File: src/rtl/alu_pkg.sv
// Shared ALU definitions: control codes (also used by the ALU decoder),
// execute-unit FSM encoding and the shift-op classifier.
package alu_pkg;

  localparam logic [3:0] ALU_ADD  = 4'b0000;
  localparam logic [3:0] ALU_SUB  = 4'b0001;
  localparam logic [3:0] ALU_OR   = 4'b0010;
  localparam logic [3:0] ALU_AND  = 4'b0011;
  localparam logic [3:0] ALU_XOR  = 4'b0100;
  localparam logic [3:0] ALU_SRA  = 4'b0101;
  localparam logic [3:0] ALU_SRL  = 4'b0110;
  localparam logic [3:0] ALU_SLL  = 4'b0111;
  localparam logic [3:0] ALU_SLT  = 4'b1101;
  localparam logic [3:0] ALU_SLTU = 4'b1110;

  typedef enum logic [1:0] {
    ST_IDLE  = 2'd0,
    ST_SHIFT = 2'd1,
    ST_DONE  = 2'd2
  } state_e;

  function automatic logic is_shift(input logic [3:0] code);
    return (code == ALU_SRA) || (code == ALU_SRL) || (code == ALU_SLL);
  endfunction

endpackage

File: src/rtl/alu_exec_unit_comb.sv
// Single-cycle ALU operations. Shift codes return 0 here; the execute unit
// routes them to its iterative shifter instead.
module alu_comb
  import alu_pkg::*;
#(
  parameter int XLEN = 32
) (
  input  logic [3:0]      i_ctrl,
  input  logic [XLEN-1:0] i_a,
  input  logic [XLEN-1:0] i_b,
  output logic [XLEN-1:0] o_result,
  output logic            o_illegal
);

  always_comb begin
    o_result  = '0;
    o_illegal = 1'b0;
    case (i_ctrl)
      ALU_ADD:  o_result = i_a + i_b;
      ALU_SUB:  o_result = i_a - i_b;
      ALU_OR:   o_result = i_a | i_b;
      ALU_AND:  o_result = i_a & i_b;
      ALU_XOR:  o_result = i_a ^ i_b;
      ALU_SLT:  o_result = {{(XLEN-1){1'b0}}, ($signed(i_a) < $signed(i_b))};
      ALU_SLTU: o_result = {{(XLEN-1){1'b0}}, (i_a < i_b)};
      ALU_SRA, ALU_SRL, ALU_SLL: o_result = '0;
      default:  o_illegal = 1'b1;
    endcase
  end

endmodule

File: src/rtl/alu_exec_unit.sv
// Execute-stage ALU: single-cycle ops via alu_comb, shifts on a 1-bit-per-cycle
// iterative shifter, registered result with valid/ready handshakes on both sides.
module alu_exec_unit
  import alu_pkg::*;
#(
  parameter int XLEN = 32
) (
  input  logic            i_clk,
  input  logic            i_rst_n,
  input  logic            i_valid,
  output logic            o_ready,
  input  logic [3:0]      i_ALUCtrl,
  input  logic [XLEN-1:0] i_srcA,
  input  logic [XLEN-1:0] i_srcB,
  input  logic            i_flush,
  output logic            o_valid,
  input  logic            i_result_ready,
  output logic [XLEN-1:0] o_result,
  output logic            o_zero,
  output logic            o_illegal
);

  localparam int SHW = $clog2(XLEN);

  state_e            state_q, state_d;
  logic [XLEN-1:0]   acc_q, acc_d;
  logic [SHW-1:0]    cnt_q, cnt_d;
  logic [3:0]        sh_op_q, sh_op_d;
  logic [XLEN-1:0]   result_q, result_d;
  logic              zero_q, zero_d;
  logic              illegal_q, illegal_d;
  logic              valid_q, valid_d;

  logic [XLEN-1:0]   comb_result;
  logic              comb_illegal;
  logic [XLEN-1:0]   acc_step;
  logic [SHW-1:0]    shamt;

  alu_comb #(.XLEN(XLEN)) u_comb (
    .i_ctrl    (i_ALUCtrl),
    .i_a       (i_srcA),
    .i_b       (i_srcB),
    .o_result  (comb_result),
    .o_illegal (comb_illegal)
  );

  assign shamt = i_srcB[SHW-1:0];

  always_comb begin
    case (sh_op_q)
      ALU_SRA: acc_step = {acc_q[XLEN-1], acc_q[XLEN-1:1]};
      ALU_SRL: acc_step = {1'b0, acc_q[XLEN-1:1]};
      default: acc_step = {acc_q[XLEN-2:0], 1'b0};
    endcase
  end

  always_comb begin
    state_d   = state_q;
    acc_d     = acc_q;
    cnt_d     = cnt_q;
    sh_op_d   = sh_op_q;
    result_d  = result_q;
    zero_d    = zero_q;
    illegal_d = illegal_q;

    // Flush wins over acceptance, shifting and result hand-off alike.
    if (i_flush) begin
      state_d = ST_IDLE;
      cnt_d   = '0;
    end else begin
      case (state_q)
        ST_IDLE: begin
          if (i_valid) begin
            if (is_shift(i_ALUCtrl) && (shamt != '0)) begin
              acc_d   = i_srcA;
              cnt_d   = shamt;
              sh_op_d = i_ALUCtrl;
              state_d = ST_SHIFT;
            end else if (is_shift(i_ALUCtrl)) begin
              result_d  = i_srcA;
              zero_d    = (i_srcA == '0);
              illegal_d = 1'b0;
              state_d   = ST_DONE;
            end else begin
              result_d  = comb_result;
              zero_d    = (comb_result == '0);
              illegal_d = comb_illegal;
              state_d   = ST_DONE;
            end
          end
        end
        ST_SHIFT: begin
          acc_d = acc_step;
          cnt_d = cnt_q - SHW'(1);
          if (cnt_q == SHW'(1)) begin
            result_d  = acc_step;
            zero_d    = (acc_step == '0);
            illegal_d = 1'b0;
            state_d   = ST_DONE;
          end
        end
        ST_DONE: begin
          if (i_result_ready) state_d = ST_IDLE;
        end
        default: state_d = ST_IDLE;
      endcase
    end

    valid_d = (state_d == ST_DONE);
  end

  always_ff @(posedge i_clk or negedge i_rst_n) begin
    if (!i_rst_n) begin
      state_q   <= ST_IDLE;
      acc_q     <= '0;
      cnt_q     <= '0;
      sh_op_q   <= ALU_SLL;
      result_q  <= '0;
      zero_q    <= 1'b0;
      illegal_q <= 1'b0;
      valid_q   <= 1'b0;
    end else begin
      state_q   <= state_d;
      acc_q     <= acc_d;
      cnt_q     <= cnt_d;
      sh_op_q   <= sh_op_d;
      result_q  <= result_d;
      zero_q    <= zero_d;
      illegal_q <= illegal_d;
      valid_q   <= valid_d;
    end
  end

  assign o_ready   = (state_q == ST_IDLE);
  assign o_valid   = valid_q;
  assign o_result  = result_q;
  assign o_zero    = zero_q;
  assign o_illegal = illegal_q;

endmodule

File: config.mk
export PLATFORM = sky130hd
export DESIGN_NAME = alu_exec_unit
export DESIGN_NICKNAME = d
export VERILOG_FILES = /design/src/rtl/alu_pkg.sv /design/src/rtl/alu_exec_unit_comb.sv /design/src/rtl/alu_exec_unit.sv
export SDC_FILE = /design/constraint.sdc
export NUM_CORES = 1
export LEC_CHECK = 0
export CAP_MARGIN = 0
export CORE_ASPECT_RATIO = 1.5
export CORE_MARGIN = 2
export CORE_UTILIZATION = 60
export CTS_CLUSTER_DIAMETER = 100
export DETAILED_ROUTE_END_ITERATION = 8
export DONT_BUFFER_PORTS = 1
export PLACE_DENSITY = 0.84
export SLEW_MARGIN = 40
export SYNTH_ARGS = -nofsm -noshare
export SYNTH_HDL_FRONTEND = slang
export SYNTH_HIERARCHICAL = 1
export SYNTH_SLANG_ARGS = --single-unit
File: constraint.sdc
create_clock -name i_clk -period 4.2 [get_ports i_clk]
set_clock_uncertainty 0.2 [all_clocks]
set_input_delay 0.84 -clock i_clk [delete_from_list [all_inputs] [get_ports i_clk]]
set_output_delay 0.84 -clock i_clk [all_outputs]
set_load 0.01 [all_outputs]
==> summary.txt <==
Power Total -> 3.585 mW
Relative slew slack -> 40.49%
Least-Margin Pin Slew -> 0.8904 ns
Reg clk slew, reported paths -> 0.06 ns
H-tree depth -> 3
Final Util -> 70.25%
Share of layout cells above drive strength 1 -> 15.61%
Comb pwr share -> 43.6%
Sequential power share -> 33.4%
RSZ-0062 raised after global routing -> yes
Global-route wire length before repair -> 58,240 um
DR pass1 iterations -> 9
Net Sw Frac -> 41.79%
Main combinational cell family by area after synthesis -> compound AO/OA/AOI/OAI gates
DP Worst Slack -> -0.4039 ns
GP Congestion -> 1.068
Cell Int Power -> 2.087 mW
Grt ovf -> 0
Post-synthesis mux area share -> 1.507%
Adder-Cell Fraction of Synth Area -> 13.06%
CTS tree -> yes
Vias in the first global route -> 10,990
Cell Rows -> 57
Max IR drop VDD -> 0.0003048 V
Dpl hpwl -> 27,870 um
Mean Syn Cell Area -> 7.343 um^2
Clk Latency, worst-skew pair -> 0.35 ns
GRT Overall Usage -> 42.79%
Routed Antenna Nets -> 0
Initial core utilization -> 61.05%
Drt drc -> 0
Post-synthesis cell count -> 1,346
Pwr/cell area -> 315.2 nW/um^2
Synth Area in Simple Gates -> 21.46%
Final hold vios -> 0
Sw Pwr -> 1.498 mW
Core area -> 16,190 um^2
Minimum clock period -> 4.154 ns
IO buf count -> 0
Setup CP Type -> input port to register
Vias -> 11,560
Clock Power Share -> 23.0%
Post-DP Area -> 10,940 um^2
Count leader, synth -> nand2_1
Post-Syn Nets -> 1,521
Via density -> 7.096
Pins Over Slew Limit -> 0
Post-synth EDFFs -> 0
Post-synth cell types -> 81
Full die area -> 17,540 um^2
Number of DRC markers in iteration 0 -> 1,409
Synth Warn # -> 6
Async SR Flop Fraction -> 100.0%
Die width -> 108.8 um
Longest Clk Path Bufs -> 2
Clk sinks -> 78
Total CTS buffers -> 9
Max Clk Rate -> 240.7 MHz
LEAKAGE -> 5.350 nW
Compound-Gate Fraction of Synth Area -> 35.42%
XOR/XNOR Fraction of Synth Area -> 0.5317%
Worst Hold Class -> input port to async pin
Area leader, netlist -> dfrtp_1
Slack of the critical path -> 0.04582 ns
Synth area leaders -> dfrtp_1 (19%), ha_1 (13%), nand2_1 (5.3%)
Syn Std Cell Area -> 9883 um^2
Top_reg_cell synth -> dfrtp_1
Outcome -> finished clean
Seq cells post-synth -> 78
Final setup violation count -> 0
I/O pin total -> 109
Largest net degree at the start of global routing -> 76
Sequential area share after synthesis -> 19.79%
Data arrival, critical path -> 4.23 ns
Period utilization -> 98.91%
Post-synth top area share -> 18.99%
Commonest cells post-synth -> nand2_1 (139), nor2_1 (115), inv_1 (103), ha_1 (100), a21oi_1 (95)
WL/cell -> 23.35 um
Chip height -> 161.2 um
Final instance area -> 11,370 um^2
WL final -> 38,040 um
Fill cell count -> 1,336
CP Capture Type -> register
Critical Path RT -> 4.27 ns
Crit start category -> input port
Root buffer cell -> clkbuf_16
Nets -> 1,592
Initial antenna violation count -> 2
Max Cap Viol -> 0
Layout Area Growth over Synthesis -> 15.07%
CP max FO -> 7
-- repair_timing --
item / in CTS / in global routing
hold buffers: 1 / 0
resized for setup: 1 / 13
endpoints found under the hold margin: 75 / 0
setup buffers: 0 / 1
pin swaps: 0 / 4
endpoints found under the setup margin: 1 / 4
-- power groups by stage --
| stage | sequential (mW) | clock, mW | combinational [mW] |
|---|---|---|---|
| after floorplan | 1.11 | 0 | 1.00 |
| after global placement | 1.18 | 0 | 1.43 |
| after detailed placement | 1.19 | 0 | 1.46 |
| after CTS | 1.18 | 0.817 | 1.50 |
| after global routing | 1.22 | 0.855 | 1.67 |
| final | 1.20 | 0.825 | 1.56 |
-- per-stage QoR --
| stage | cells | TNS, ns | hold slack (ns) |
|---|---|---|---|
| after floorplan | 1346 | 0 | 0.2542 |
| after global placement | 1610 | -1.156 | 0.2705 |
| after detailed placement | 1610 | -1.589 | 0.2891 |
| after CTS | 1627 | 0 | 0.1326 |
| after global routing | 1629 | -0.08305 | 0.1199 |
| final | 1629 | 0 | 0.1275 |
-- registers in the layout, summed over array words and instances, names as in the netlist --
signal,flops
acc_q,32
state_q,2
o_result,32
cnt_q,5
o_zero,1
sh_op_q,4
o_valid,1
o_illegal,1
-- placed cells by master, fill, tap and decap left out, types with 25 or more instances in the layout --
master	count
a211oi_1	40
dfrtp_1	75
o21ai_0	78
nand2_1	139
and3_1	39
nor3_1	25
ha_1	100
a311oi_1	31
a21oi_1	94
a21o_1	45
inv_1	103
buf_4	149
nor2_1	113
o31ai_1	35
-- layout make-up --
class	instances	area [um^2]	share of cell area [%]
inverters	108	405.4	3.565
clock buffers	11	252.7	2.222
diodes	1	2.502	0.02200
flip-flops and latches	78	1956	17.20
multi-input cells	1068	7256	63.80
well taps	206	257.7	2.266
repair buffers	152	1186	10.43
clock inverters	5	56.30	0.4951
-- worst max-delay path: stages --
cell and delay (ns):
inv_1 0.04, ha_1 0.38, nor2_2 0.24, nand3_1 0.14, o211ai_1 0.16, a41oi_1 0.26
o22ai_1 0.39, a21oi_1 0.24, a211oi_1 0.26, o21ai_0 0.11, a311o_1 0.36, nor4_2 0.28
nand4_1 0.18, nor3_2 0.14, o21ai_0 0.11, o211ai_1 0.11
-- worst paths after layout --
path                       slack (ns)            to        from  cells after the start
min                              0.13    sh_op_q[0]     i_rst_n                      0
max in group asynchronous        3.30  o_result[29]     i_rst_n                      1
max                              0.05        o_zero   i_srcB[4]                     16
max reg2reg                      1.11  o_result[28]  sh_op_q[1]                      7
min reg2reg                      0.30    sh_op_q[2]  sh_op_q[2]                      1
min in group i_clk               0.30    sh_op_q[2]  sh_op_q[2]                      1
-- metal layers --
metal / share of wire, % / wire length [um] / global-route usage, %
met5: 0.042 / 16 / 0
met4: 9.1 / 3456 / 32.11
met3: 12 / 4390 / 9.564
met2: 45 / 17190 / 68.35
met1: 34 / 12990 / 49.09
-- cell families after synthesis --
logic type                 Yosys count
AOI/OAI and AO/OA                  505
and+or+nand+nor                    441
buffers and inverters              200
adders and majority gates          102
DFF                                 78
muxes                               14
xor gates and xnor gates             6
Note: power is estimated with default switching activity, not from simulation.
